File: src/rtl/dm_pkg.sv
// ============================================================================
// Module      : dm_pkg
// Description : Shared DMI op/status codes, packet layout and bridge states.
// Revision    : 1.0 - initial release
// ============================================================================
`default_nettype none

package dm_pkg;

   typedef enum logic [1:0] {
      DMI_OP_NOP   = 2'd0,
      DMI_OP_READ  = 2'd1,
      DMI_OP_WRITE = 2'd2,
      DMI_OP_RSVD  = 2'd3
   } dmi_op_e;

   localparam logic [1:0] C_STATUS_OK     = 2'd0;
   localparam logic [1:0] C_STATUS_FAILED = 2'd2;

   // Packet layout, LSB first: op/status[2], data[32], addr[ABITS]
   localparam int C_OP_LSB   = 0;
   localparam int C_DATA_LSB = 2;
   localparam int C_ADDR_LSB = 34;

   localparam logic [2:0] C_ST_IDLE  = 3'd0;
   localparam logic [2:0] C_ST_FETCH = 3'd1;
   localparam logic [2:0] C_ST_REQ   = 3'd2;
   localparam logic [2:0] C_ST_WAIT  = 3'd3;
   localparam logic [2:0] C_ST_RESP  = 3'd4;

   function automatic int pkt_width(input int abits);
      return abits + 34;
   endfunction

   function automatic int addr_msb(input int abits);
      return abits + 33;
   endfunction

endpackage

`default_nettype wire

File: src/rtl/dm_dmi_bridge_if.sv
// ============================================================================
// Module      : dm_dmi_bridge_if
// Description : FIFO-side and register-bus-side signals of the DMI bridge.
// Revision    : 1.0 - initial release
// ============================================================================
`default_nettype none

interface dm_dmi_bridge_if
   import dm_pkg::*;
#(
   parameter int ABITS = 7
);
   localparam int PW = pkt_width(ABITS);

   logic             req_empty;
   logic             req_ren;
   logic [PW-1:0]    req_data;
   logic             resp_full;
   logic             resp_wen;
   logic [PW-1:0]    resp_data;
   logic             dmi_req_valid;
   logic             dmi_req_ready;
   logic             dmi_req_write;
   logic [ABITS-1:0] dmi_req_addr;
   logic [31:0]      dmi_req_wdata;
   logic             dmi_rsp_valid;
   logic [31:0]      dmi_rsp_rdata;
   logic             dmi_rsp_err;

   // master = the bridge, slave = FIFOs plus debug-module register bus
   modport master (
      input  req_empty, req_data, resp_full,
      input  dmi_req_ready, dmi_rsp_valid, dmi_rsp_rdata, dmi_rsp_err,
      output req_ren, resp_wen, resp_data,
      output dmi_req_valid, dmi_req_write, dmi_req_addr, dmi_req_wdata
   );

   modport slave (
      output req_empty, req_data, resp_full,
      output dmi_req_ready, dmi_rsp_valid, dmi_rsp_rdata, dmi_rsp_err,
      input  req_ren, resp_wen, resp_data,
      input  dmi_req_valid, dmi_req_write, dmi_req_addr, dmi_req_wdata
   );

endinterface

`default_nettype wire

File: src/rtl/dm_dmi_timeout.sv
// ============================================================================
// Module      : dm_dmi_timeout
// Description : Clear/enable counter that flags the LIMIT-th enabled cycle.
// Revision    : 1.0 - initial release
// ============================================================================
`default_nettype none

module dm_dmi_timeout #(
   parameter int LIMIT = 255
) (
   input  logic clk,
   input  logic rst_n,
   input  logic i_clr,
   input  logic i_en,
   output logic o_expired
);
   localparam int              CW     = $clog2(LIMIT + 1);
   localparam logic [CW-1:0]   C_LAST = CW'(LIMIT - 1);

   logic [CW-1:0] r_cnt;

   // Expiry fires during the LIMIT-th enabled cycle so the caller leaves on that edge
   assign o_expired = i_en && (r_cnt == C_LAST);

   always_ff @(posedge clk or negedge rst_n) begin
      if (!rst_n) begin
         r_cnt <= '0;
      end else if (i_clr) begin
         r_cnt <= '0;
      end else if (i_en && !o_expired) begin
         r_cnt <= r_cnt + 1'b1;
      end
   end

endmodule

`default_nettype wire

File: src/rtl/dm_dmi_bridge.sv
// ============================================================================
// Module      : dm_dmi_bridge
// Description : Pops DMI requests, runs one register-bus access each and pushes
//               one response. Optional WAIT timeout under DM_DMI_TIMEOUT_EN.
// Revision    : 1.0 - initial release
// ============================================================================
`default_nettype none

module dm_dmi_bridge
   import dm_pkg::*;
#(
   parameter int ABITS          = 7,
   parameter int TIMEOUT_CYCLES = 255
) (
   input  logic                clk,
   input  logic                rst_n,
   dm_dmi_bridge_if.master     bus
);
   localparam int PW   = pkt_width(ABITS);
   localparam int AMSB = addr_msb(ABITS);

   logic [2:0]       r_state;
   logic             r_req_ren;
   logic             r_resp_wen;
   logic [PW-1:0]    r_resp_data;
   logic             r_dmi_req_valid;
   logic             r_dmi_req_write;
   logic [ABITS-1:0] r_dmi_req_addr;
   logic [31:0]      r_dmi_req_wdata;

   dmi_op_e          w_op;
   logic [ABITS-1:0] w_req_addr;
   logic [31:0]      w_req_wdata;
   logic [31:0]      w_rsp_data;
   logic [1:0]       w_rsp_status;
   logic             w_timeout;
   logic             w_to_clr;
   logic             w_to_en;

   assign w_op        = dmi_op_e'(bus.req_data[C_OP_LSB +: 2]);
   assign w_req_addr  = bus.req_data[AMSB:C_ADDR_LSB];
   assign w_req_wdata = bus.req_data[C_DATA_LSB +: 32];

   // Only a successful read returns bus data; writes and errors report zero
   assign w_rsp_data   = (bus.dmi_rsp_err || r_dmi_req_write) ? 32'h0 : bus.dmi_rsp_rdata;
   assign w_rsp_status = bus.dmi_rsp_err ? C_STATUS_FAILED : C_STATUS_OK;

   assign w_to_clr = (r_state == C_ST_REQ) && bus.dmi_req_ready;
   assign w_to_en  = (r_state == C_ST_WAIT);

`ifdef DM_DMI_TIMEOUT_EN
   dm_dmi_timeout #(
      .LIMIT     (TIMEOUT_CYCLES)
   ) u_timeout (
      .clk       (clk),
      .rst_n     (rst_n),
      .i_clr     (w_to_clr),
      .i_en      (w_to_en),
      .o_expired (w_timeout)
   );
`else
   assign w_timeout = 1'b0 & w_to_clr & w_to_en;
`endif

   always_ff @(posedge clk or negedge rst_n) begin
      if (!rst_n) begin
         r_state         <= C_ST_IDLE;
         r_req_ren       <= 1'b0;
         r_resp_wen      <= 1'b0;
         r_resp_data     <= '0;
         r_dmi_req_valid <= 1'b0;
         r_dmi_req_write <= 1'b0;
         r_dmi_req_addr  <= '0;
         r_dmi_req_wdata <= '0;
      end else begin
         case (r_state)
            C_ST_IDLE: begin
               if (!bus.req_empty) begin
                  r_req_ren <= 1'b1;
                  r_state   <= C_ST_FETCH;
               end
            end

            C_ST_FETCH: begin
               r_req_ren       <= 1'b0;
               r_dmi_req_addr  <= w_req_addr;
               r_dmi_req_wdata <= w_req_wdata;
               r_dmi_req_write <= (w_op == DMI_OP_WRITE);
               // The response FIFO only fills through our own pushes, so a
               // not-full seen now still holds on the push cycle.
               case (w_op)
                  DMI_OP_READ, DMI_OP_WRITE: begin
                     r_dmi_req_valid <= 1'b1;
                     r_state         <= C_ST_REQ;
                  end
                  DMI_OP_NOP: begin
                     r_resp_data <= {w_req_addr, 32'h0, C_STATUS_OK};
                     r_resp_wen  <= !bus.resp_full;
                     r_state     <= C_ST_RESP;
                  end
                  default: begin
                     r_resp_data <= {w_req_addr, 32'h0, C_STATUS_FAILED};
                     r_resp_wen  <= !bus.resp_full;
                     r_state     <= C_ST_RESP;
                  end
               endcase
            end

            C_ST_REQ: begin
               if (bus.dmi_req_ready) begin
                  r_dmi_req_valid <= 1'b0;
                  r_state         <= C_ST_WAIT;
               end
            end

            C_ST_WAIT: begin
               if (bus.dmi_rsp_valid) begin
                  r_resp_data <= {r_dmi_req_addr, w_rsp_data, w_rsp_status};
                  r_resp_wen  <= !bus.resp_full;
                  r_state     <= C_ST_RESP;
               end else if (w_timeout) begin
                  r_resp_data <= {r_dmi_req_addr, 32'h0, C_STATUS_FAILED};
                  r_resp_wen  <= !bus.resp_full;
                  r_state     <= C_ST_RESP;
               end
            end

            C_ST_RESP: begin
               if (r_resp_wen) begin
                  r_resp_wen <= 1'b0;
                  r_state    <= C_ST_IDLE;
               end else if (!bus.resp_full) begin
                  r_resp_wen <= 1'b1;
               end
            end

            default: begin
               r_state <= C_ST_IDLE;
            end
         endcase
      end
   end

   assign bus.req_ren       = r_req_ren;
   assign bus.resp_wen      = r_resp_wen;
   assign bus.resp_data     = r_resp_data;
   assign bus.dmi_req_valid = r_dmi_req_valid;
   assign bus.dmi_req_write = r_dmi_req_write;
   assign bus.dmi_req_addr  = r_dmi_req_addr;
   assign bus.dmi_req_wdata = r_dmi_req_wdata;

endmodule

`default_nettype wire
File: src/flat_wrapper.sv
// flat-port wrapper written by rule: the top's interface ports become plain ports
module dm_dmi_bridge_flat import dm_pkg::*;
#(
   parameter int ABITS          = 7,
   parameter int TIMEOUT_CYCLES = 255
)
  (clk, rst_n, bus_req_empty, bus_req_data, bus_resp_full, bus_dmi_req_ready, bus_dmi_rsp_valid, bus_dmi_rsp_rdata, bus_dmi_rsp_err, bus_req_ren, bus_resp_wen, bus_resp_data, bus_dmi_req_valid, bus_dmi_req_write, bus_dmi_req_addr, bus_dmi_req_wdata);
  dm_dmi_bridge_if #(.ABITS(ABITS)) bus_i ();
  input  logic clk;
  input  logic rst_n;
  input wire logic [$bits(bus_i.req_empty)-1:0] bus_req_empty;
  input wire logic [$bits(bus_i.req_data)-1:0] bus_req_data;
  input wire logic [$bits(bus_i.resp_full)-1:0] bus_resp_full;
  input wire logic [$bits(bus_i.dmi_req_ready)-1:0] bus_dmi_req_ready;
  input wire logic [$bits(bus_i.dmi_rsp_valid)-1:0] bus_dmi_rsp_valid;
  input wire logic [$bits(bus_i.dmi_rsp_rdata)-1:0] bus_dmi_rsp_rdata;
  input wire logic [$bits(bus_i.dmi_rsp_err)-1:0] bus_dmi_rsp_err;
  output wire logic [$bits(bus_i.req_ren)-1:0] bus_req_ren;
  output wire logic [$bits(bus_i.resp_wen)-1:0] bus_resp_wen;
  output wire logic [$bits(bus_i.resp_data)-1:0] bus_resp_data;
  output wire logic [$bits(bus_i.dmi_req_valid)-1:0] bus_dmi_req_valid;
  output wire logic [$bits(bus_i.dmi_req_write)-1:0] bus_dmi_req_write;
  output wire logic [$bits(bus_i.dmi_req_addr)-1:0] bus_dmi_req_addr;
  output wire logic [$bits(bus_i.dmi_req_wdata)-1:0] bus_dmi_req_wdata;
  assign bus_i.req_empty = bus_req_empty;
  assign bus_i.req_data = bus_req_data;
  assign bus_i.resp_full = bus_resp_full;
  assign bus_i.dmi_req_ready = bus_dmi_req_ready;
  assign bus_i.dmi_rsp_valid = bus_dmi_rsp_valid;
  assign bus_i.dmi_rsp_rdata = bus_dmi_rsp_rdata;
  assign bus_i.dmi_rsp_err = bus_dmi_rsp_err;
  assign bus_req_ren = bus_i.req_ren;
  assign bus_resp_wen = bus_i.resp_wen;
  assign bus_resp_data = bus_i.resp_data;
  assign bus_dmi_req_valid = bus_i.dmi_req_valid;
  assign bus_dmi_req_write = bus_i.dmi_req_write;
  assign bus_dmi_req_addr = bus_i.dmi_req_addr;
  assign bus_dmi_req_wdata = bus_i.dmi_req_wdata;
  dm_dmi_bridge #(.ABITS(ABITS), .TIMEOUT_CYCLES(TIMEOUT_CYCLES)) u_core (.clk(clk), .rst_n(rst_n), .bus(bus_i));
endmodule
File: config.mk
export PLATFORM = sky130hd
export DESIGN_NAME = dm_dmi_bridge_flat
export DESIGN_NICKNAME = d
export VERILOG_FILES = /design/src/rtl/dm_pkg.sv /design/src/rtl/dm_dmi_bridge_if.sv /design/src/rtl/dm_dmi_timeout.sv /design/src/rtl/dm_dmi_bridge.sv /design/src/flat_wrapper.sv
export SDC_FILE = /design/constraint.sdc
export NUM_CORES = 1
export LEC_CHECK = 0
export CAP_MARGIN = 20
export CELL_PAD_IN_SITES_DETAIL_PLACEMENT = 2
export CELL_PAD_IN_SITES_GLOBAL_PLACEMENT = 2
export CORE_MARGIN = 1.5
export CORE_UTILIZATION = 24
export DETAILED_ROUTE_END_ITERATION = 10
export PLACE_DENSITY_LB_ADDON = 0.1
export SYNTH_ARGS = -nofsm -noshare
export SYNTH_HDL_FRONTEND = slang
export SYNTH_HIERARCHICAL = 1
export SYNTH_SLANG_ARGS = --single-unit
File: constraint.sdc
create_clock -name clk -period 1.6 [get_ports clk]
set_input_delay 0.32 -clock clk [delete_from_list [all_inputs] [get_ports clk]]
set_output_delay 0.32 -clock clk [all_outputs]
set_load 0.1 [all_outputs]
-- After elaboration in Yosys (flattened, before gate mapping)
Index checks and enable logic that the tools add are counted.
- add/subtract/negate cells: 0
- multiply operators: 0
- divide/modulo/power cells: 0
- $lt $le $gt $ge: 0
- eq/ne operators: 12
- shift operators: 0
- muxes and demuxes: 21
- bitwise logic cells: 0
- reduce and logical (&&, ||, !) cells: 14
- operator list (operator ; number):
    $pmux W41 S2 ; 2
    $mux W41 ; 1
    $mux W32 ; 1
    $mux W3 ; 5
    $pmux W3 S5 ; 1
    $reduce_and A3 Y1 ; 3
    $ne A2 B2 Y1 const B ; 4
    $mux W1 ; 7
    $eq A3 B2 Y1 const B ; 2
    $reduce_bool A2 Y1 ; 3
    $ne A2 B1 Y1 const B ; 2
    $pmux W1 S2 ; 2
    $reduce_and A4 Y1 ; 1
    $eq A3 B1 Y1 const B ; 1
    $eq A3 B3 Y1 const B ; 1
    $logic_not A3 Y1 ; 1
    $pmux W1 S3 ; 1
    $reduce_bool A3 Y1 ; 1
    $eq A2 B1 Y1 const B ; 1
    $eq A2 B2 Y1 const B ; 1
    $logic_not A2 Y1 ; 1
    $mux W2 ; 1
    $reduce_and A2 Y1 ; 1
    $reduce_or A2 Y1 ; 1
    other kinds (2) ; 2
- flip-flop bits (word level): 87
- bits in latches: 0
- RAM bits: 0
- ROM bits: 0
- input port bits: 80
- output and inout bits: 84
- logic and storage cells: 55
- memories kept: 0

-- Depth between registers and ports, before layout
Gate-level depths: netlist of the first run.
- word-level depth: 4
- mapped depth: 6
- mapped depth without buffers: 5

-- Worst setup path before layout of the first run
OpenSTA, ideal clock, no wires.
- path kind: register to register
- from: reg u_core.r_dmi_req_write, in the netlist u_core/bus.dmi_req_write
- to: reg u_core.r_resp_data[25], in the netlist u_core/bus.resp_data[25]
- setup time: 0.125 ns
- arrival: 1.652 ns
- required time: 1.475 ns
- slack: -0.178 ns
- cell stages (with the launch flop): 4
- buffers on the path: 1
- clock period less this slack: 1.778 ns
- cell sequence: dfrtp_1 -> clkbuf_1 -> and3b_1 -> mux2_2
- word-level cells in the longest chain between the ends: 4
- ends and longest elaborated chain (item ; RTL line ; source):
    start, declared ; dm_dmi_bridge.sv:27 ; logic r_dmi_req_write;
    start signal, assigned ; dm_dmi_bridge.sv:88 ; r_dmi_req_write <= (w_op == DMI_OP_WRITE);
    $logic_or A1 B1 Y1 ; dm_dmi_bridge.sv:45 ; assign w_rsp_data = (bus.dmi_rsp_err || r_dmi_req_write) ? 32'h0 : bus.dmi_rsp_rdata;
    $mux W32 ; dm_dmi_bridge.sv:45 ;
    $mux W41 ; dm_dmi_bridge.sv:117 ; if (bus.dmi_rsp_valid) begin
    $pmux W41 S2 ; dm_dmi_bridge.sv:76 ; case (r_state)
    end signal, assigned ; dm_dmi_bridge.sv:97 ; r_resp_data <= {w_req_addr, 32'h0, C_STATUS_OK};
    end signal, assigned ; dm_dmi_bridge.sv:118 ; r_resp_data <= {r_dmi_req_addr, w_rsp_data, w_rsp_status};
    end signal, assigned ; dm_dmi_bridge.sv:122 ; r_resp_data <= {r_dmi_req_addr, 32'h0, C_STATUS_FAILED};
    end, declared ; dm_dmi_bridge.sv:25 ; logic [PW-1:0] r_resp_data;
No other way between the ends. The select of a mux whose other input is x is not followed.
A chain may end at the register's enable or synchronous reset.

-- Worst setup path in the final report of the first run
- from: in bus_req_data[0]
- to: reg u_core.r_resp_data[14], in the netlist u_core/bus.resp_data[14]
- word-level cells in the longest chain between the ends: 4
- elaborated cells on any way between the ends: 5
- classes of those cells: 3 x eq/ne; 2 x reduce/logical
- ends and longest elaborated chain (item ; RTL line ; source):
    start, declared ; flat_wrapper.sv:12 ; input wire logic [$bits(bus_i.req_data)-1:0] bus_req_data;
    $eq A2 B1 Y1 or $eq A2 B2 Y1 (tied branches) ; dm_dmi_bridge.sv:91 ; case (w_op)
    $reduce_or A2 Y1 (*) ; dm_dmi_bridge.sv:91 ;
    $ne A2 B2 Y1 (no source line) (*) ; n/a ;
    $reduce_and A3 Y1 (no source line) (*) ; n/a ;
    end signal, assigned ; dm_dmi_bridge.sv:97 ;
    end signal, assigned ; dm_dmi_bridge.sv:102 ; r_resp_data <= {w_req_addr, 32'h0, C_STATUS_FAILED};
    end signal, assigned ; dm_dmi_bridge.sv:118 ;
Mark *: on every way between the ends. The rest lies on a longest branch, timed or not.

==> results of run 1 <==
[area by class of cell]
cell class / count / area, um^2 / share of cell area [%]
Timing Repair Buffer: 193 / 2930 / 40.4
Clock buffer: 12 / 256 / 3.53
Clock inverter: 4 / 45.0 / 0.621
Inverter: 4 / 30.0 / 0.414
Tap cell: 211 / 264 / 3.64
Multi-Input combinational cell: 151 / 1570 / 21.6
Sequential cell: 86 / 2160 / 29.7
[synthesized netlist by cell type]
cell      count
mux2_1       12
clkbuf_1      6
o41a_1        1
mux2_2       75
inv_1         4
nor2b_1       1
and4bb_2      1
buf_2         1
dfrtp_1      86
o21ai_0       3
conb_1        1
a21oi_1       1
nand2_1       5
o21bai_1      1
and3b_1      32
ha_1          2
a22oi_1       1
a21o_1        2
buf_4         5
nor3_1        2
nor2_1        4
or2_2         1
buf_6         4
or3b_2        1
nor3b_1       1
nand2b_1      1
nor3_4        1
o31ai_1       1
buf_1         1
nor2b_2       1
[metal layers]
metal | wire (um) | vias to the layer above | GRT usage [%]
met1 | 5170 | 1456 | 18.4
met4 | 170 | 0 | 5.55
met5 | 0 | - | 0
met2 | 6300 | 109 | 23.9
met3 | 1010 | 10 | 5.76
li1 | - | 1292 | -
[how the worst min path moves through the flow]
stage | start | end | slack (ns) | depth (start not counted)
after floorplan | rst_n | u_core/bus.dmi_req_addr[0] | 0.02 | 0
after global placement | rst_n | u_core/bus.dmi_req_addr[3] | 0.28 | 1
after detailed placement | rst_n | u_core/bus.dmi_req_addr[4] | 0.27 | 1
after CTS | rst_n | u_core/bus.dmi_req_addr[4] | 0.46 | 2
after global routing | rst_n | u_core/bus.dmi_req_addr[4] | 0.47 | 2
final | bus_dmi_rsp_valid | u_core/r_state[1] | 0.42 | 4
[state kept, by name, indices dropped and copies added (netlist names)]
name,flops
u_core/r_state,3
u_core/bus.dmi_req_valid,1
u_core/bus.resp_wen,1
u_core/bus.dmi_req_addr,7
u_core/bus.dmi_req_write,1
u_core/bus.resp_data,40
u_core/bus.dmi_req_wdata,32
u_core/bus.req_ren,1
[logic make-up after synthesis]
group / after synthesis
other: 1
DFF: 86
and+or+nand+nor: 51
AOI/OAI and AO/OA: 10
buffers and inverters: 21
adders and majority gates: 2
muxes: 87
[critical path: stages]
cell and delay (ns):
dlygate4sd2_1 0.26, inv_4 0.07, ha_4 0.19, nor2b_4 0.13, nor3_4 0.15, buf_12 0.17
buf_16 0.14, mux2_2 0.34
[metrics by stage]
step,hold slack [ns],setup WS [ns],utilization (%),instances,instance area (um^2)
CTS,0.457,0.00288,46.2,652,7050
global placement,0.276,-0.778,43.5,631,6640
finish,0.418,0.0371,47.6,661,7260
floorplan,0.0244,-0.0171,-,258,3840
detailed placement,0.273,-0.811,43.5,631,6640
global route,0.474,-0.00778,47.6,661,7260
[timing repair]
item / 4_1_cts / 5_1_grt
endpoints found under the setup margin: 43 / 71
pin swaps: 1 / 1
hold buffers: 1 / 0
gates cloned: 2 / 6
resized for setup: 10 / 15
setup buffers: 2 / 3
endpoints found under the hold margin: 24 / 0
==> results.py, run 1 <==
metrics = {
    "timing": {
        "timing.final.crit_share_pct": 97.7,
        "finClkSkew_ns": 0.00464,
        "fmax_mhz": 640,
        "slew_violations": 0,
        "period_minus_slack_ns": 1.56,
        "setup_viol": 0,
        "hold_violations": 0,
        "setup_tns_ns": 0,
    },
    "final_layout": {
        "drive_gt1_share_pct": 49.1,
        "final_common_cell": "buf_12",
        "fillers": 1437,
        "diodes": 0,
        "area_growth_pct": 93.3,
        "layout_common_cells": "buf_12 (89), dfrtp_1 (84), clkdlybuf4s50_1 (75)",
        "nNetsFinal": 527,
    },
    "run_status": {
        "status": "finished clean",
    },
    "logic_synthesis": {
        "synth_cell_types": 30,
        "ys_seq_area_share_pct": 57.3,
        "synth-xor-area-share_pct": 0,
        "syn-cell-area_um2": 3750,
        "synth_top_area_share_pct": 57.3,
        "netlist_instances": 258,
        "yosys.area_share.simple_pct": 10.6,
        "yosys.area.top_type": "dfrtp_1",
        "synth_compound_area_share_pct": 1.83,
        "yosys-top-cells-area": "dfrtp_1 (57%), mux2_2 (22%), and3b_1 (7.5%), mux2_1 (3.6%), buf_6 (1.2%)",
        "synth_top_family_by_area": "multiplexers",
        "syn_nets": 340,
        "ys_ff_latch": 86,
        "muxShareOfSynthArea_pct": 26.1,
        "yosys.area_share.adder_pct": 0.666,
        "syn_avg_cell_area_um2": 14.6,
        "yosys_warnings": 6,
    },
    "critical_path": {
        "crit_arrival_ns": 1.78,
        "startpoint_type": "primary input",
        "r2r-start": "u_core/r_state[1]",
        "rrSetupSlack_ns": 0.05,
        "cp_max_fo": 9,
        "rr_worst_depth": 6,
        "crit_required_ns": 1.82,
        "cp-startpoint": "bus_req_data[0]",
        "worst_setup_path_end_kind": "flop",
        "endpoint": "u_core/bus.resp_data[14]",
        "path_class": "primary input to flop",
        "r2r-end": "u_core/bus.dmi_req_wdata[9]",
    },
    "floorplanning": {
        "ioPinCount": 164,
        "die_area_um2": 16400,
        "fp.coreArea_um2": 15300,
        "die_w_um": 128,
        "num_rows": 45,
        "die_y_um": 128,
        "start_util_pct": 24.6,
    },
    "placed_design": {
        "gp_congestion": 0.709,
        "portBuffers": 162,
        "dp_hpwl_mm": 8.18,
    },
    "global_routing": {
        "grt_pass1_vias": 3265,
        "antenna_found_initial": 0,
        "grt_pass1_wl_mm": 18.6,
        "grt_use_total_pct": 15.0,
        "grt-ovfl-total": 0,
        "grt_max_degree": 35,
    },
    "clock_tree": {
        "cts_sinks": 86,
        "cts_root_buffer": "clkbuf_16",
        "htreeDepth": 3,
        "clockBufferDepth": 2,
        "clk_latency_ns": 0.34,
        "clk_pin_slew_ns": 0.06,
        "cts_buffers": 9,
        "cts_tree": "yes",
    },
    "routing": {
        "wl_per_cell_um": 19.1,
        "routed_wl_mm": 12.7,
        "drc": 0,
        "via_per_inst": 4.34,
        "routed-via-count": 2867,
        "drt-initial-drc-count": 51,
        "drt_first_pass_iters": 4,
        "antenna_left": 0,
    },
    "flow_run": {
        "maxCapViolations": 0,
    },
    "worst_hold_path": {
        "worstHoldPathType": "primary input to flop",
    },
}
Power of run 1 is left out: the tool's default activity adds up to more than one toggle a clock period on the data nets, which glitch-free logic cannot reach.
==> run 2, diff against run 1 <==
Settings changed: CORE_UTILIZATION 24 to 25, SLEW_MARGIN set to 20.
Clock period 1.6 ns to 1.53 ns, I/O delays scaled along.
==> run 2 against run 1 <==
  * The flow now finishes with violations (setup timing)
  * Core utilization up 1.9 points
  * Critical endpoint is now u_core/bus.resp_data[28]
  * Worst setup slack worse by 0.098 ns
  * Hold slack worse by 0.033 ns
  * Clock skew up 0.00083 ns
  * Die area down 3.9%
==> results.py, run 2 (synthesis gave the netlist of run 1 again) <==
metrics = {
    "clock_tree": {
        "clk_latency_ns": 0.34,
        "clockBufferDepth": 2,
        "clk_pin_slew_ns": 0.06,
        "htreeDepth": 3,
        "cts_buffers": 9,
        "cts_sinks": 86,
        "cts_root_buffer": "clkbuf_16",
        "cts_tree": "yes",
    },
    "timing": {
        "period_minus_slack_ns": 1.59,
        "finClkSkew_ns": 0.00547,
        "setup_tns_ns": -1.47,
        "rsz0062_at_grt": "true",
        "worst_slack_ns": -0.0610,
        "hold-worst-slack_ns": 0.386,
        "fmax_mhz": 629,
        "hold_violations": 0,
        "timing.final.crit_share_pct": 104,
        "slew_violations": 0,
        "setup_viol": 57,
    },
    "final_layout": {
        "diodes": 0,
        "nNetsFinal": 531,
        "area_growth_pct": 92.3,
        "fin_area_um2": 7220,
        "layout_common_cells": "buf_12 (88), dfrtp_1 (83), clkdlybuf4s50_1 (76)",
        "drive_gt1_share_pct": 50.2,
        "largest_register_ffs": 40,
        "final_common_cell": "buf_12",
    },
    "placed_design": {
        "place_area_um2": 6610,
        "portBuffers": 162,
        "dp_hpwl_mm": 8.41,
        "gp_congestion": 0.687,
    },
    "worst_hold_path": {
        "worstHoldPathType": "primary input to async pin",
    },
    "routing": {
        "via_per_inst": 4.56,
        "routed-via-count": 2899,
        "drt-initial-drc-count": 80,
        "drt_first_pass_iters": 4,
        "antenna_left": 0,
        "drc": 0,
        "wl_per_cell_um": 19.9,
        "routed_wl_mm": 12.7,
    },
    "run_status": {
        "violations": "setup timing",
        "status": "finished, violations left",
    },
    "critical_path": {
        "slowest_delay_ns": 0.39,
        "cp_max_fo": 8,
        "path_cells": "nand2b_4 -> nor3_4 -> buf_4 -> clkbuf_16 -> mux2_2",
        "crit_arrival_ns": 1.81,
        "worst_setup_path_end_kind": "flop",
        "crit_required_ns": 1.75,
        "path_class": "flop to flop",
        "critPathSlowestCell": "dfrtp_1",
        "startpoint_type": "flop",
    },
    "global_routing": {
        "antenna_found_initial": 0,
        "grt-ovfl-total": 0,
        "grt_pass1_wl_mm": 19.4,
        "grt_use_total_pct": 16.1,
        "grt_pass1_vias": 3320,
        "grt_max_degree": 46,
    },
    "floorplanning": {
        "start_util_pct": 25.7,
        "num_rows": 44,
        "ioPinCount": 164,
        "fp.coreArea_um2": 14600,
        "die_w_um": 126,
        "die_area_um2": 15800,
        "die_y_um": 126,
    },
    "flow_run": {
        "maxCapViolations": 0,
    },
}
[run 2: changes by cell type in the layout (fill, tap and decap cells not counted), moves of 2 or more]
cell / previous run / this run
mux2_2: 64 / 56
mux2_1: 9 / 6
mux2_4: 14 / 25
buf_4: 11 / 17
buf_8: 2 / 0
[run 2: what timing repair did]
| item | in CTS | in global routing |
|---|---|---|
| pin swaps | 1 | 13 |
| buffers inserted | 4 | 5 |
| setup endpoints to repair | 79 | 76 |
| endpoints found under the hold margin | 14 | 0 |
| hold buffers | 1 | 0 |
| gates cloned | 3 | 5 |
| gates resized for setup | 20 | 17 |
[run 2: path summary, 6_finish.rpt]
check / depth (start not counted) / from / slack (ns) / end
max reg2reg: 5 / u_core/r_state[2] / -0.06 / u_core/bus.resp_data[28]
max: 5 / u_core/r_state[2] / -0.06 / u_core/bus.resp_data[28]
min reg2reg: 1 / u_core/bus.dmi_req_wdata[9] / 0.56 / u_core/bus.dmi_req_wdata[9]
min: 2 / rst_n / 0.39 / u_core/bus.resp_data[8]
max in group asynchronous: 3 / rst_n / 0.61 / u_core/bus.dmi_req_wdata[27]
min in group clk: 3 / bus_req_data[1] / 0.53 / u_core/bus.dmi_req_write
[run 2: metrics by stage]
stage,setup slack (ns),util [%],cells
finish,-0.0610,49.5,636
global route,-0.0924,49.5,636
CTS,-0.0507,48.1,627
detailed placement,-0.873,45.3,606
global placement,-0.823,45.3,606
floorplan,-0.0681,-,258
[run 2: cell type report]
class | count | area [um^2]
repair buffers | 197 | 2930
flip-flops and latches | 86 | 2160
multi-input cells | 151 | 1610
clock buffers | 12 | 246
fillers | 1315 | 7370
well taps | 184 | 230
inverters | 4 | 30.0
clock inverters | 2 | 10.0
[run 2: layer usage]
layer / vias up / GRT usage (%) / share of wire (%)
met4: 0 / 5.41 / 1.4
li1: 1297 / - / -
met5: - / 0 / 0
met3: 13 / 5.99 / 7.7
met2: 105 / 27.1 / 51
met1: 1484 / 18.9 / 40
[run 2: worst max-delay path: cells and delay by family (launching register included)]
kind / cells / cell delay [ns]
AND/OR/NAND/NOR: 2 / 0.43
flip-flops: 1 / 0.39
multiplexers: 1 / 0.33
buffers and inverters: 2 / 0.33
Power of run 2 is left out for the same reason.
